**src/rtl/wb_stage.sv**
```systemverilog
// Writeback stage: merges ALU (FIFO-buffered) and LSU (one-entry hold) results into one
// registered regfile write per cycle, with a combinational bypass of the in-flight write.
module wb_stage #(
    parameter int XLEN         = 32,
    parameter int AW           = 5,
    parameter int ALU_DEPTH    = 4,
    parameter int STARVE_LIMIT = 3
) (
    input  logic            clk,
    input  logic            rst,
    input  logic            flush,
    input  logic            alu_valid,
    output logic            alu_ready,
    input  logic [AW-1:0]   alu_rd,
    input  logic [XLEN-1:0] alu_data,
    input  logic            lsu_valid,
    output logic            lsu_ready,
    input  logic [AW-1:0]   lsu_rd,
    input  logic [XLEN-1:0] lsu_data,
    output logic            rf_wen,
    output logic [AW-1:0]   rf_waddr,
    output logic [XLEN-1:0] rf_wdata,
    input  logic [AW-1:0]   q_addr,
    output logic            q_hit,
    output logic [XLEN-1:0] q_data,
    output logic [31:0]     commit_cnt
);

    localparam int PW = $clog2(ALU_DEPTH);
    localparam int SW = $clog2(STARVE_LIMIT + 1);
    localparam logic [SW-1:0] STARVE_MAX = SW'(STARVE_LIMIT);

    // Handshakes: a transfer happens on a rising edge where valid && ready are both high;
    // ready depends only on registered state, never on the same-cycle valid.

    logic [AW-1:0]   fifo_rd_mem   [ALU_DEPTH];
    logic [XLEN-1:0] fifo_data_mem [ALU_DEPTH];
    logic [PW:0]     wr_ptr_q, wr_ptr_d;
    logic [PW:0]     rd_ptr_q, rd_ptr_d;

    logic            hold_valid_q, hold_valid_d;
    logic [AW-1:0]   hold_rd_q,    hold_rd_d;
    logic [XLEN-1:0] hold_data_q,  hold_data_d;

    logic [SW-1:0]   starve_q, starve_d;

    logic            rf_wen_q,   rf_wen_d;
    logic [AW-1:0]   rf_waddr_q, rf_waddr_d;
    logic [XLEN-1:0] rf_wdata_q, rf_wdata_d;
    logic [31:0]     commit_cnt_q, commit_cnt_d;

    logic            fifo_empty, fifo_full;
    logic            alu_pend, lsu_pend;
    logic            alu_win, lsu_win;
    logic            push, pop;
    logic [AW-1:0]   head_rd;
    logic [XLEN-1:0] head_data;
    logic            c_valid;
    logic [AW-1:0]   c_rd;
    logic [XLEN-1:0] c_data;

    assign fifo_empty = (wr_ptr_q == rd_ptr_q);
    assign fifo_full  = (wr_ptr_q[PW] != rd_ptr_q[PW]) &&
                        (wr_ptr_q[PW-1:0] == rd_ptr_q[PW-1:0]);
    assign alu_ready  = !fifo_full;
    assign lsu_ready  = !hold_valid_q;

    assign head_rd    = fifo_rd_mem[rd_ptr_q[PW-1:0]];
    assign head_data  = fifo_data_mem[rd_ptr_q[PW-1:0]];

    always_comb begin
        alu_pend = !fifo_empty;
        lsu_pend = hold_valid_q;
        alu_win  = alu_pend && (!lsu_pend || (starve_q == STARVE_MAX));
        lsu_win  = lsu_pend && !alu_win;
        push     = alu_valid && alu_ready && !flush;
        pop      = alu_win;
    end

    // A flush snaps the read pointer onto the write pointer; the dropped push keeps wr fixed.
    always_comb begin
        wr_ptr_d = wr_ptr_q + (PW+1)'(push);
        rd_ptr_d = flush ? wr_ptr_q : rd_ptr_q + (PW+1)'(pop);
    end

    always_comb begin
        starve_d = starve_q;
        if (flush || !alu_pend || alu_win) begin
            starve_d = '0;
        end else if (lsu_win && (starve_q != STARVE_MAX)) begin
            starve_d = starve_q + SW'(1);
        end
    end

    always_comb begin
        hold_valid_d = hold_valid_q;
        hold_rd_d    = hold_rd_q;
        hold_data_d  = hold_data_q;
        if (lsu_win) begin
            hold_valid_d = 1'b0;
        end else if (lsu_valid && lsu_ready) begin
            hold_valid_d = 1'b1;
            hold_rd_d    = lsu_rd;
            hold_data_d  = lsu_data;
        end
    end

    // A flushed ALU head still consumes the arbitration slot but writes nothing.
    always_comb begin
        c_valid      = lsu_win || (alu_win && !flush);
        c_rd         = lsu_win ? hold_rd_q   : head_rd;
        c_data       = lsu_win ? hold_data_q : head_data;
        rf_wen_d     = c_valid && (c_rd != '0);
        rf_waddr_d   = rf_wen_d ? c_rd   : rf_waddr_q;
        rf_wdata_d   = rf_wen_d ? c_data : rf_wdata_q;
        commit_cnt_d = commit_cnt_q + 32'(rf_wen_d);
    end

    always_ff @(posedge clk) begin
        if (push) begin
            fifo_rd_mem[wr_ptr_q[PW-1:0]]   <= alu_rd;
            fifo_data_mem[wr_ptr_q[PW-1:0]] <= alu_data;
        end
    end

    always_ff @(posedge clk or negedge rst) begin
        if (!rst) begin
            wr_ptr_q     <= '0;
            rd_ptr_q     <= '0;
            hold_valid_q <= 1'b0;
            hold_rd_q    <= '0;
            hold_data_q  <= '0;
            starve_q     <= '0;
            rf_wen_q     <= 1'b0;
            rf_waddr_q   <= '0;
            rf_wdata_q   <= '0;
            commit_cnt_q <= '0;
        end else begin
            wr_ptr_q     <= wr_ptr_d;
            rd_ptr_q     <= rd_ptr_d;
            hold_valid_q <= hold_valid_d;
            hold_rd_q    <= hold_rd_d;
            hold_data_q  <= hold_data_d;
            starve_q     <= starve_d;
            rf_wen_q     <= rf_wen_d;
            rf_waddr_q   <= rf_waddr_d;
            rf_wdata_q   <= rf_wdata_d;
            commit_cnt_q <= commit_cnt_d;
        end
    end

    assign rf_wen     = rf_wen_q;
    assign rf_waddr   = rf_waddr_q;
    assign rf_wdata   = rf_wdata_q;
    assign commit_cnt = commit_cnt_q;

    assign q_hit  = rf_wen_q && (rf_waddr_q == q_addr) && (q_addr != '0);
    assign q_data = q_hit ? rf_wdata_q : '0;

endmodule

```
**config.mk**
```make
export PLATFORM = sky130hd
export DESIGN_NAME = wb_stage
export DESIGN_NICKNAME = d
export VERILOG_FILES = /design/src/rtl/wb_stage.sv
export SDC_FILE = /design/constraint.sdc
export NUM_CORES = 1
export LEC_CHECK = 0
export CAP_MARGIN = 10
export CORE_ASPECT_RATIO = 0.9
export CORE_UTILIZATION = 35
export DETAILED_ROUTE_END_ITERATION = 10
export PLACE_DENSITY_LB_ADDON = 0.2
export SYNTH_ARGS = -nofsm -noshare
export SYNTH_HDL_FRONTEND = slang
export SYNTH_SLANG_ARGS = --single-unit
```
**constraint.sdc**
```tcl
create_clock -name clk -period 5.9 [get_ports clk]
set_input_delay 0.59 -clock clk [delete_from_list [all_inputs] [get_ports clk]]
set_output_delay 0.59 -clock clk [all_outputs]
set_load 0.03 [all_outputs]
```
==> results.txt <==
Outcome: finished clean
Main synth FF type: edfxtp_1
PwrDens: 512 nW/um^2
DR WL/cell: 18.8 microns
DRT iter0 DRCs: 233
Critical Path RT: 6360 ps
Initial core utilization: 35.9%
Post-synth EDFFs: 148
Height of the die: 169 microns
Syn. warnings: 0
Fraction of registers with async set/reset: 43.9%
Worst Hold Class: input port to async pin
Cell accounting for the most synthesized area: edfxtp_1
PortBufs: 188
FF+latch count, synth: 264
Core area: 30200 sq um
Post-CTS setup buffer count: 0
Pleak: 0.00522 uW
Post-synthesis simple-gate area fraction: 5.63%
Worst path buffer plus inverter count: 0
Crit path max-delay cell type: dfrtp_4
Kind of critical path: flip-flop to flip-flop
Clk Latency, worst-skew pair: 530 ps
Commonest non-fill, non-tap cell in the layout: clkdlybuf4s50_1
Pre-antenna DRT Iters: 4
Grt total ovfl: 0
Combinational power share: 38.5%
Sw Share: 32.3%
Post-synthesis mux area share: 20.3%
Final nets: 897
Area growth from synthesis to layout: 30.0%
Max cap viols: 0
Skew final: 8.66 ps
Post-synth cell types: 40
Worst-Margin Slew: 1050 ps
Pin count of the biggest net entering global routing: 70
Period utilization: 68.2%
Final Hold Vio Count: 0
First-pass GRT wire length: 36500 microns
Die W: 187 microns
Synth Area in Compound Gates: 0.751%
Setup TNS Final: 0 ps
Syn_area_per_cell: 18.0 sq um
Net Sw Power: 2330 uW
Synth Area in XOR/XNOR: 3.22%
Post-Syn Area: 10800 sq um
Synth area leaders: edfxtp_1 (41%), dfrtp_1 (27%), mux2_2 (8.5%)
Clock transition at the registers of the reported paths: 60 ps
Crit path max fanout: 40
Longest Clk Path Bufs: 3
Clock share of power: 22.7%
Hold Buf Count CTS: 0
Synthesized Nets: 692
Gpl congestion: 0.769
Max VDD drop: 0.268 mV
Share of post-route cells with drive strength above 1: 26.3%
Int Pwr: 4880 uW
Most frequent cells in the layout: clkdlybuf4s50_1 (187), edfxtp_1 (148), dfrtp_1 (114)
Unrepaired setup endpoints after global routing: false
CTS root buffer: clkbuf_16
Seq pwr share: 38.8%
Post-DR vias/cell: 4.77
Htree depth: 1
Slowest stage delay, CP: 960 ps
DIE AREA: 31600 sq um
IO Count: 189
Adder and majority cell fraction of the synthesized area: 0.809%
Register area share after synthesis: 67.9%
Fin cells: 1234
WL final: 23300 microns
Cells after DPL: 1178
Drt drc: 0
GRT Resource Usage Total: 14.8%
Antenna violations before repair: 2
Num Clock Sinks: 264
Total clock buffers created by CTS: 29
DP Wirelength: 15200 microns
Setup crit start kind: flip-flop
Vias post-DR: 5881
Syn Inst Count: 601
Tmin final: 4030 ps
PostCTS Resize Cnt: 0
Vias in the first global route: 6414
CP endpoint kind: flip-flop
Max frequency: 248 MHz
Row count: 60
Routed Antenna Nets: 0
Critical-path cell list: xor2_2 -> o41a_4 -> o32a_1 -> a31oi_4 -> ha_1 -> nand3_1 -> nor4_2 -> and4_1 -> xor2_1
Largest family of logic cells by synthesized area: multiplexers
Crit path DAT: 4480 ps
Top cell type's share of synthesized area: 41.0%
Fin. max-slew vios: 0
Slew HR: 30.3%
# setup viols final: 0
TritonCTS clock tree: yes
Largest delay share family, worst path: compound AO/OA/AOI/OAI gates
cells in the mapped netlist (5+ instances only):
| master | number |
|---|---|
| xor2_1 | 10 |
| and4_1 | 5 |
| dfrtp_1 | 116 |
| ha_1 | 7 |
| mux4_2 | 37 |
| and2_1 | 33 |
| nand3_1 | 10 |
| mux2_2 | 82 |
| edfxtp_1 | 148 |
| nor2_1 | 10 |
| clkbuf_1 | 14 |
| nor3_1 | 5 |
| mux2_4 | 29 |
| nand4_1 | 11 |
| xnor2_1 | 28 |
| nand2_1 | 13 |
| inv_1 | 7 |
registers in the layout, summed over array words and instances, names as in the netlist, 2 cells and up:
register and cells:
starve_q 2, rd_ptr_q 3, hold_data_q 32, fifo_rd_mem 20, hold_rd_q 5, fifo_data_mem 128
rf_waddr 5, rf_wdata 32, wr_ptr_q 3, commit_cnt 32
logic make-up (layout without fill, tap and decap cells):
family,after synthesis,count (layout)
AND/OR/NAND/NOR,103,103
adder cells (fa/ha/maj),7,7
multiplexers,149,149
buffers and inverters,31,259
flip-flops,264,264
XOR/XNOR,39,39
other,0,2
AO/OA/AOI/OAI,8,8
per-stage QoR:
stage | util [%] | area (sq um) | hold WS [ps] | setup WS (ps) | total power, uW
after floorplan | - | 10800 | 294 | 1380 | 4780
after global placement | 43.7 | 13200 | 429 | 1840 | 5600
after detailed placement | 43.7 | 13200 | 449 | 1790 | 5660
after CTS | 46.6 | 14100 | 84.3 | 1720 | 7340
after global routing | 46.6 | 14100 | 110 | 1500 | 7610
final | 46.6 | 14100 | 75.8 | 1870 | 7210
worst reg2reg max path, delay by kind of cell, from the launching register on:
| family | cells | cell delay [ps] |
|---|---|---|
| XOR/XNOR | 2 | 360 |
| flip-flops | 1 | 960 |
| adder cells (fa/ha/maj) | 1 | 270 |
| AND/OR/NAND/NOR | 3 | 1180 |
| AO/OA/AOI/OAI | 3 | 1190 |
final cells by class:
class | count | area (sq um)
Timing Repair Buffer | 198 | 1950
Sequential cell | 264 | 7350
Multi-Input combinational cell | 306 | 3360
Inverter | 7 | 26.3
Clock inverter | 16 | 87.6
Tap cell | 403 | 504
Antenna cell | 2 | 5.00
Fill cell | 2632 | 16100
Clock buffer | 38 | 790
routing by layer:
layer  wire, microns  vias to the layer above  track usage (%)
met5              13                        -                0
met3            1180                       37             3.40
met4             469                        2             3.46
li1                -                     2694                -
met1            9930                     2999             18.7
met2           11700                      149             25.8
power by group through the flow:
stage | clock, uW | sequential, uW | combinational (uW)
after global routing | 1760 | 2880 | 2970
final | 1640 | 2800 | 2780
after detailed placement | 0 | 2850 | 2810
after CTS | 1690 | 2820 | 2830
after floorplan | 0 | 2990 | 1790
after global placement | 0 | 2830 | 2770
path summary, 6_finish.rpt:
| kind | start | to | slack [ps] | cells past startpoint |
|---|---|---|---|---|
| max in group asynchronous | rst | rd_ptr_q[0] | 4400 | 2 |
| max | rd_ptr_q[0] | commit_cnt[27] | 1870 | 9 |
| max reg2reg | rd_ptr_q[0] | commit_cnt[27] | 1870 | 9 |
| min reg2reg | starve_q[0] | starve_q[0] | 450 | 1 |
| min in group clk | starve_q[0] | starve_q[0] | 450 | 1 |
| min | rst | hold_data_q[30] | 80 | 1 |
No activity file was read; power rests on OpenSTA's default activity.
